## src/rtl/hack_cpu_mc.sv

```systemverilog
// Multi-cycle Hack CPU core with req/ack instruction and data memory ports.
// Optional halt detection of the "@X; 0;JMP" self-loop is enabled by defining HACK_CPU_HALT_DET_EN.
module hack_cpu_mc #(
  parameter int DATA_W = 16,
  parameter int ADDR_W = 15,
  parameter int PC_W   = 16
) (
  input  logic              clk,
  input  logic              reset,
  output logic              imem_req,
  output logic [PC_W-1:0]   imem_addr,
  input  logic              imem_ack,
  input  logic [15:0]       imem_rdata,
  output logic              dmem_req,
  output logic              dmem_we,
  output logic [ADDR_W-1:0] dmem_addr,
  output logic [DATA_W-1:0] dmem_wdata,
  input  logic              dmem_ack,
  input  logic [DATA_W-1:0] dmem_rdata,
  output logic [PC_W-1:0]   pc,
  output logic [DATA_W-1:0] a_reg,
  output logic [DATA_W-1:0] d_reg,
  output logic              halted
);

  localparam logic [2:0] S_FETCH  = 3'd0;
  localparam logic [2:0] S_DECODE = 3'd1;
  localparam logic [2:0] S_MEM_RD = 3'd2;
  localparam logic [2:0] S_EXEC   = 3'd3;
  localparam logic [2:0] S_MEM_WR = 3'd4;
`ifdef HACK_CPU_HALT_DET_EN
  localparam logic [2:0] S_HALT   = 3'd5;
`endif

  logic [2:0]              state;
  logic [15:0]             ir;
  logic [DATA_W-1:0]       mdr;
  logic [DATA_W-1:0]       alur;
  logic [ADDR_W-1:0]       waddr;
  logic [DATA_W-1:0]       a_imm;
  logic [DATA_W-1:0]       alu_y;
  logic [DATA_W-1:0]       alu_res;
  logic [DATA_W+PC_W-1:0]  a_ext;
  logic [PC_W-1:0]         a_pc;
  logic [PC_W-1:0]         pc_inc;
  logic                    zr;
  logic                    ng;
  logic                    jmp;
  logic                    unused_ext;
`ifdef HACK_CPU_HALT_DET_EN
  logic                    halt_hit;
  logic                    halt_pend;
`endif

  function automatic logic [DATA_W-1:0] hack_alu(
    input logic [DATA_W-1:0] x_in,
    input logic [DATA_W-1:0] y_in,
    input logic [5:0]        ctl
  );
    logic [DATA_W-1:0] x;
    logic [DATA_W-1:0] y;
    logic [DATA_W-1:0] r;
    x = ctl[5] ? {DATA_W{1'b0}} : x_in;
    x = ctl[4] ? ~x : x;
    y = ctl[3] ? {DATA_W{1'b0}} : y_in;
    y = ctl[2] ? ~y : y;
    r = ctl[1] ? (x + y) : (x & y);
    r = ctl[0] ? ~r : r;
    return r;
  endfunction

  assign a_imm      = {{(DATA_W-15){1'b0}}, ir[14:0]};
  assign alu_y      = ir[12] ? mdr : a_reg;
  assign alu_res    = hack_alu(d_reg, alu_y, ir[11:6]);
  assign zr         = (alu_res == {DATA_W{1'b0}});
  assign ng         = alu_res[DATA_W-1];
  assign jmp        = (ir[2] & ng) | (ir[1] & zr) | (ir[0] & ~ng & ~zr);
  // Zero-extend before slicing so PC_W may exceed DATA_W.
  assign a_ext      = {{PC_W{1'b0}}, a_reg};
  assign a_pc       = a_ext[PC_W-1:0];
  assign unused_ext = ^a_ext[DATA_W+PC_W-1:PC_W];
  assign pc_inc     = pc + {{(PC_W-1){1'b0}}, 1'b1};
  assign imem_addr  = pc;
  assign dmem_wdata = alur;
`ifdef HACK_CPU_HALT_DET_EN
  assign halt_hit   = (ir[2:0] == 3'b111) && (a_pc == pc);
`else
  assign halted     = 1'b0;
`endif

  // Memory handshake strobes decoded from the current state.
  always_comb begin
    imem_req  = 1'b0;
    dmem_req  = 1'b0;
    dmem_we   = 1'b0;
    dmem_addr = a_reg[ADDR_W-1:0];
    case (state)
      S_FETCH:  imem_req = 1'b1;
      S_MEM_RD: dmem_req = 1'b1;
      S_MEM_WR: begin
        dmem_req  = 1'b1;
        dmem_we   = 1'b1;
        dmem_addr = waddr;
      end
      default:  imem_req = 1'b0;
    endcase
  end

  // Sequencer and architectural registers; EXEC reads pre-instruction A and D.
  always_ff @(posedge clk) begin
    if (reset) begin
      state <= S_FETCH;
      pc    <= {PC_W{1'b0}};
      a_reg <= {DATA_W{1'b0}};
      d_reg <= {DATA_W{1'b0}};
      ir    <= 16'h0000;
      mdr   <= {DATA_W{1'b0}};
      alur  <= {DATA_W{1'b0}};
      waddr <= {ADDR_W{1'b0}};
`ifdef HACK_CPU_HALT_DET_EN
      halted    <= 1'b0;
      halt_pend <= 1'b0;
`endif
    end else begin
      case (state)
        S_FETCH: begin
          if (imem_ack) begin
            ir    <= imem_rdata;
            state <= S_DECODE;
          end
        end
        S_DECODE: begin
          if (!ir[15]) begin
            a_reg <= a_imm;
            pc    <= pc_inc;
            state <= S_FETCH;
          end else if (ir[12]) begin
            state <= S_MEM_RD;
          end else begin
            state <= S_EXEC;
          end
        end
        S_MEM_RD: begin
          if (dmem_ack) begin
            mdr   <= dmem_rdata;
            state <= S_EXEC;
          end
        end
        S_EXEC: begin
          alur  <= alu_res;
          waddr <= a_reg[ADDR_W-1:0];
          if (ir[5]) a_reg <= alu_res;
          if (ir[4]) d_reg <= alu_res;
          pc <= jmp ? a_pc : pc_inc;
`ifdef HACK_CPU_HALT_DET_EN
          halt_pend <= halt_hit;
          if (ir[3]) begin
            state <= S_MEM_WR;
          end else if (halt_hit) begin
            state  <= S_HALT;
            halted <= 1'b1;
          end else begin
            state <= S_FETCH;
          end
`else
          state <= ir[3] ? S_MEM_WR : S_FETCH;
`endif
        end
        S_MEM_WR: begin
          if (dmem_ack) begin
`ifdef HACK_CPU_HALT_DET_EN
            if (halt_pend) begin
              state  <= S_HALT;
              halted <= 1'b1;
            end else begin
              state <= S_FETCH;
            end
`else
            state <= S_FETCH;
`endif
          end
        end
`ifdef HACK_CPU_HALT_DET_EN
        S_HALT: state <= S_HALT;
`endif
        default: state <= S_FETCH;
      endcase
    end
  end

endmodule

```

## config.mk

```make
export PLATFORM = sky130hd
export DESIGN_NAME = hack_cpu_mc
export DESIGN_NICKNAME = d
export VERILOG_FILES = /design/src/rtl/hack_cpu_mc.sv
export SDC_FILE = /design/constraint.sdc
export NUM_CORES = 1
export LEC_CHECK = 0
export ABC_CLOCK_PERIOD_IN_PS = 5500
export CAP_MARGIN = 15
export CORE_UTILIZATION = 47
export DETAILED_ROUTE_END_ITERATION = 10
export PLACE_DENSITY = 0.79
export SLEW_MARGIN = 10
export SYNTH_ARGS = -nofsm -noshare
export SYNTH_HDL_FRONTEND = slang
export SYNTH_SLANG_ARGS = --single-unit
```

## constraint.sdc

```tcl
create_clock -name clk -period 5.5 [get_ports clk]
set_input_delay 1.1 -clock clk [delete_from_list [all_inputs] [get_ports clk]]
set_output_delay 1.1 -clock clk [all_outputs]
set_load 0.05 [all_outputs]
```

==> results of run 1 <==
## kinds of logic after synthesis
logic type	share of synthesized area
XOR/XNOR	0.05657
AO/OA/AOI/OAI	0.2152
other	0.0005266
flip-flops	0.3204
adder cells (fa/ha/maj)	0.03268
AND/OR/NAND/NOR	0.2590
multiplexers	0.04884
buffers and inverters	0.06676
## cell usage in the layout, fill, tap and decap left out, drive strengths merged, types with 19 or more instances in the layout
cell,Yosys,layout
nor2,62,62
mux2i,19,19
dfxtp,114,114
xnor2,29,29
a21oi,112,112
clkdlybuf4s50,0,132
inv,16,20
nand2,187,187
nand2b,24,24
and3,22,22
o21ai,26,26
## stage by stage
stage	util	area, um^2	instances	total power (uW)
2_1_floorplan	-	7122	928	1285
3_3_place_gp	0.5719	8374	1173	1443
3_5_place_dp	0.5719	8374	1173	1447
4_1_cts	0.6139	8990	1205	2594
5_1_grt	0.6139	8990	1205	2673
6_report	0.6139	8990	1205	2590
## report_power, final
group	leakage (uW)	total, uW	internal [uW]	switching, uW
clock network	0.000286	1150	728	423
logic	0.00213	545	197	348
registers	0.000923	893	850	42.8
total	0.00334	2590	1780	814
## final cells by class
| cell class | instances | area, um^2 | share of cell area |
|---|---|---|---|
| Tap cell | 184 | 230.2 | 0.02561 |
| Multi-Input combinational cell | 712 | 4372 | 0.4863 |
| Timing Repair Buffer | 146 | 1426 | 0.1587 |
| Sequential cell | 114 | 2282 | 0.2539 |
| Inverter | 17 | 63.81 | 0.007098 |
| Clock inverter | 14 | 176.4 | 0.01962 |
| Clock buffer | 18 | 439.2 | 0.04885 |
## worst reg2reg max path, stage by stage, from the launching register on
cell and delay (ns):
dfxtp_1 0.34, buf_4 0.30, mux2i_1 0.24, nor2_1 0.07, xor2_1 0.22, inv_1 0.10
fa_1 0.44, and2b_1 0.27, o2111ai_2 0.23, a21oi_1 0.40, mux2_1 0.37, or3b_4 0.41
nor4_4 0.31, a41oi_1 0.16, a211oi_2 0.24, buf_4 0.31, o31a_1 0.17, a21oi_2 0.05
## per-layer routing
metal  vias to the layer above  global-route usage  share of wire
li1                       3397                   -              -
met1                      3292              0.3639           0.44
met2                       362              0.4164           0.44
met3                        54             0.04921          0.078
met4                         0              0.1385          0.039
met5                         -                   0              0
## worst paths after layout
path / from / to / slack [ns] / depth (start not counted)
worst max-delay path: ir[12] / imem_addr[2] / 0.74 / 17
worst min-delay path: dmem_wdata[12] / dmem_wdata[12] / 0.45 / 2
worst max register to register: ir[12] / imem_addr[2] / 0.74 / 17
worst min register to register: dmem_wdata[12] / dmem_wdata[12] / 0.45 / 2
## cell usage after synthesis, types with 16 or more instances
| cell | number |
|---|---|
| nand2_1 | 187 |
| dfxtp_1 | 114 |
| a21oi_1 | 110 |
| nor2_1 | 62 |
| clkbuf_1 | 56 |
| xnor2_1 | 29 |
| o21ai_0 | 24 |
| nand2b_1 | 23 |
| and3_1 | 22 |
| mux2i_1 | 19 |
| nand3_1 | 18 |
| buf_4 | 17 |
| ha_1 | 17 |
| xor2_1 | 17 |
| inv_1 | 16 |
==> results.py, run 1 <==
metrics = {
    "status": {
        "status": "complete, no violations",
    },
    "clocking": {
        "cts.repair.resized": 0,
        "max-clock-path-buffers": 2,
        "cts_inserted_buffers": 17,
        "insertion_delay_ns": 0.42,
        "root_buffer": "clkbuf_16",
        "clk_pin_slew_ns": 0.06,
        "htreeDepth": 4,
        "cts_setup_buffers": 0,
        "holdBufCountCts": 0,
        "cts_tree": "done",
        "cts_sinks": 114,
    },
    "synthesis": {
        "syn_nets": 982,
        "synth-seq-cells": 114,
        "ys.flop_type": "dfxtp_1",
        "syn_area_mm2": 0.007122,
        "synthArstFlopShare": 0,
        "netlist_top_cells_area": "dfxtp_1 (32%), nand2_1 (9.9%), a21oi_1 (7.7%), xnor2_1 (3.6%), nor2_1 (3.3%)",
        "yosysSeqAreaShare": 0.3204,
        "synth-edff-count": 0,
        "synth_cell_types": 78,
        "ys.warnings.count": 0,
        "synth_top_cell_by_area": "dfxtp_1",
        "netlist_instances": 928,
        "avgSynthCellArea_um2": 7.674,
        "synth_top_area_frac": 0.3204,
    },
    "place": {
        "port-buffer-count": 133,
        "dp_hpwl_um": 14920,
        "gp_congestion": 0.9330,
        "dp_slack_ns": 0.7878,
    },
    "setup_path": {
        "worst_path_max_delay_cell": "fa_1",
        "worstSetupPathType": "flip-flop to flip-flop",
        "worst-path-max-fanout": 20,
        "cpMostUsedCell": "buf_4",
        "worst_setup_path_end_kind": "flip-flop",
        "crit_family": "compound AO/OA/AOI/OAI gates",
        "crit_chain": "buf_4 > mux2i_1 > nor2_1 > xor2_1 > inv_1 > fa_1 > and2b_1 > o2111ai_2 > a21oi_1 > mux2_1 > or3b_4 > nor4_4 > a41oi_1 > a211oi_2 > buf_4 > o31a_1 > a21oi_2",
        "arrival_ns": 5.04,
        "worstSetupStartpointType": "flip-flop",
        "cpPeakStageDelay_ns": 0.44,
        "critPathRequiredTime_ns": 5.78,
        "critPathBufInv": 3,
    },
    "detailed_routing": {
        "ant_nets": 0,
        "num_vias": 7105,
        "wl_per_cell_um": 17.48,
        "drc_errors": 0,
        "first_iter_violations": 811,
        "wirelength_um": 21060,
        "first_pass_iters": 7,
        "viasPerCell": 5.896,
    },
    "timing": {
        "hold_slack_ns": 0.4511,
        "setup-violations-final": 0,
        "clock-skew-final_ns": 0.008104,
        "final.setup.tns_ns": 0,
        "tightest_slew_ns": 1.005,
        "slew_viol_final": 0,
        "slew_headroom": 0.3300,
        "fmax_mhz": 210.0,
        "final.period_utilization": 0.8657,
        "setup_ws_ns": 0.7386,
        "rsz0062_at_grt": "no",
        "hold_viol": 0,
        "fin_crit_ns": 4.761,
    },
    "cells_and_area": {
        "syn_to_final_growth_pct": 26.23,
        "drive_above_1_share": 0.09011,
        "diodes": 0,
        "fin_nets": 1062,
        "fill_cells": 1234,
    },
    "die": {
        "die_y_um": 125.1,
        "core_mm2": 0.01464,
        "die_w_um": 125.1,
        "start_util": 0.4863,
        "dieArea_mm2": 0.01565,
        "rows": 44,
        "io_pins": 135,
    },
    "global_routing": {
        "grt_pass1_wl_um": 33500,
        "grt_max_degree": 79,
        "antenna_found_initial": 0,
        "grt-ovfl-total": 0,
        "grt_pass1_vias": 6347,
        "grt_usage": 0.2711,
    },
    "power_and_ir_drop": {
        "p_leak_uw": 0.003341,
        "vdd_drop_max_mv": 0.2244,
        "p_per_area_mw_per_mm2": 288.1,
    },
    "flow_run": {
        "maxCapViolCount": 0,
    },
    "min_path": {
        "hold_path_class": "flip-flop to flip-flop",
    },
}
Power figures use the tool's default switching activity.
==> run 2: changes to the inputs <==
--- a/config.mk
+++ b/config.mk
@@ -10,2 +10,3 @@
 export CORE_UTILIZATION = 47
+export CTS_CLUSTER_DIAMETER = 150
 export DETAILED_ROUTE_END_ITERATION = 10
--- a/constraint.sdc
+++ b/constraint.sdc
@@ -3,2 +3,2 @@
 set_output_delay 1.1 -clock clk [all_outputs]
-set_load 0.05 [all_outputs]
+set_load 0.1 [all_outputs]
==> results of run 2 <==
The final DEF is identical to that of run 1. Status: complete, no violations.
Main changes from that run: total power 2590 uW -> 2693 uW; worst IR drop on VDD 0.2244 mV -> 0.2248 mV
==> run 3: changes to the inputs <==
- CELL_PAD_IN_SITES_DETAIL_PLACEMENT: default -> 1
- CELL_PAD_IN_SITES_GLOBAL_PLACEMENT: default -> 2
- CORE_UTILIZATION: 47 -> 31
- CTS_BUF_LIST: default -> sky130_fd_sc_hd__clkbuf_2
- PLACE_DENSITY: 0.79 -> default
- PLACE_DENSITY_LB_ADDON: default -> 0.1
==> results.py, run 3 (synthesized netlist as in run 1, its figures left out) <==
metrics = {
    "die": {
        "die_y_um": 153.6,
        "start_util": 0.3155,
        "core_mm2": 0.02257,
        "die_w_um": 153.6,
        "dieArea_mm2": 0.02358,
        "rows": 55,
        "io_pins": 135,
    },
    "setup_path": {
        "worstSetupStartpointType": "flip-flop",
        "critPathRequiredTime_ns": 6.05,
        "worst_setup_path_end_kind": "flip-flop",
        "worst-path-max-fanout": 17,
        "worstSetupPathType": "flip-flop to flip-flop",
        "arrival_ns": 5.43,
    },
    "detailed_routing": {
        "num_vias": 6972,
        "wirelength_um": 26760,
        "ant_nets": 0,
        "wirelength_met1_um": 13820,
        "viasPerCell": 5.302,
        "top_layer": "met4",
        "wl_met3_um": 964,
        "wl_met2_um": 11620,
        "drc_errors": 0,
        "first_iter_violations": 321,
        "first_pass_iters": 5,
        "wl_per_cell_um": 20.35,
    },
    "power_and_ir_drop": {
        "switchingPower_uw": 900.5,
        "clock_power_share": 0.286,
        "p_leak_uw": 0.003244,
        "pwr-share-seq": 0.405,
        "power_switching_share": 0.4077,
        "p_per_area_mw_per_mm2": 250.4,
        "power_frac_comb": 0.309,
        "p_int_uw": 1308,
        "vdd_drop_max_mv": 0.1378,
    },
    "clocking": {
        "cts_sinks": 114,
        "cts.repair.resized": 0,
        "cts_inserted_buffers": 17,
        "cts_setup_buffers": 0,
        "clk_pin_slew_ns": 0.18,
        "holdBufCountCts": 0,
        "max-clock-path-buffers": 2,
        "cts_tree": "done",
        "root_buffer": "clkbuf_2",
        "htreeDepth": 4,
        "insertion_delay_ns": 0.72,
    },
    "global_routing": {
        "grt-ovfl-total": 0,
        "grt_max_degree": 76,
        "grt_pass1_wl_um": 41370,
        "antenna_found_initial": 1,
        "grt_usage": 0.2288,
        "grt_pass1_vias": 6760,
    },
    "flow_run": {
        "maxCapViolCount": 0,
    },
    "timing": {
        "hold_viol": 0,
        "slew_headroom": 0.2878,
        "final.setup.tns_ns": 0,
        "clock-skew-final_ns": 0.05101,
        "fin_crit_ns": 4.882,
        "setup-violations-final": 0,
        "slew_viol_final": 0,
        "rsz0062_at_grt": "no",
        "fmax_mhz": 204.8,
        "tightest_slew_ns": 1.068,
        "final.period_utilization": 0.8876,
    },
    "cells_and_area": {
        "drive_above_1_share": 0.09524,
        "syn_to_final_growth_pct": 23.86,
        "layout_commonest_cell": "nand2_1",
        "fin_nets": 1071,
        "layout_common_cells": "nand2_1 (186), clkdlybuf4s50_1 (132), dfxtp_1 (114)",
        "final_area_mm2": 0.008821,
    },
    "min_path": {
        "hold_path_class": "flip-flop to flip-flop",
    },
    "status": {
        "status": "complete, no violations",
    },
    "place": {
        "gp_congestion": 0.8160,
        "place_area_mm2": 0.008568,
        "dp_hpwl_um": 19280,
        "port-buffer-count": 133,
    },
}
==> run 3: cell types whose count changed in the layout (fill, tap and decap cells not counted), sizes merged <==
cell      change
buf           +9
clkinv        +2
clkinvlp      -2
diode         +1
inv           -1
==> run 3: power by group through the flow <==
stage,registers (uW),logic [uW],clock network [uW]
2_1_floorplan,983,406,0
3_3_place_gp,910,684,0
3_5_place_dp,910,683,0
4_1_cts,894,686,650
5_1_grt,899,725,686
6_report,894,683,632
==> run 3: final timing paths <==
path | end | depth (start not counted) | slack [ns] | from
worst min-delay path | dmem_wdata[6] | 2 | 0.47 | dmem_wdata[6]
worst max register to register | imem_addr[0] | 16 | 0.62 | ir[12]
worst min register to register | dmem_wdata[6] | 2 | 0.47 | dmem_wdata[6]
worst max-delay path | imem_addr[0] | 16 | 0.62 | ir[12]
==> run 3: stage by stage <==
| step | power (uW) | worst slack [ns] | hold slack, ns | std cells | util |
|---|---|---|---|---|---|
| global placement | 1594 | 0.8015 | 0.4426 | 1283 | 0.3796 |
| CTS | 2230 | 0.6317 | 0.4718 | 1314 | 0.3907 |
| finish | 2209 | 0.6182 | 0.4656 | 1315 | 0.3908 |
| floorplan | 1388 | 0.6920 | 0.4329 | 928 | - |
| global route | 2310 | 0.3572 | 0.4849 | 1315 | 0.3908 |
| detailed placement | 1593 | 0.6776 | 0.4473 | 1283 | 0.3796 |
==> run 3: area by class of cell <==
cell class / instances / area [um^2]
clock inverters: 13 / 160.2
repair buffers: 155 / 1494
flip-flops and latches: 114 / 2282
well taps: 285 / 356.6
diodes: 1 / 2.502
fillers: 2729 / 13750
multi-input cells: 712 / 4372
inverters: 17 / 63.81
clock buffers: 18 / 90.09
==> run 3: worst max-delay path, cell delays in order (launching register included) <==
cell,delay [ns]
dfxtp_1,0.43
buf_4,0.32
mux2i_1,0.23
nor2_1,0.07
xor2_1,0.19
inv_1,0.09
fa_1,0.43
and2b_1,0.27
o2111ai_2,0.24
a21oi_1,0.43
mux2_1,0.36
or3b_4,0.42
nor4_4,0.31
a41oi_1,0.16
a211oi_2,0.34
nand2b_4,0.34
o311ai_1,0.13
==> run 3: layer usage <==
metal	up-vias	track usage
met5	-	0
met3	20	0.03495
met4	0	0.05571
met1	3362	0.3380
li1	3413	-
met2	177	0.3446
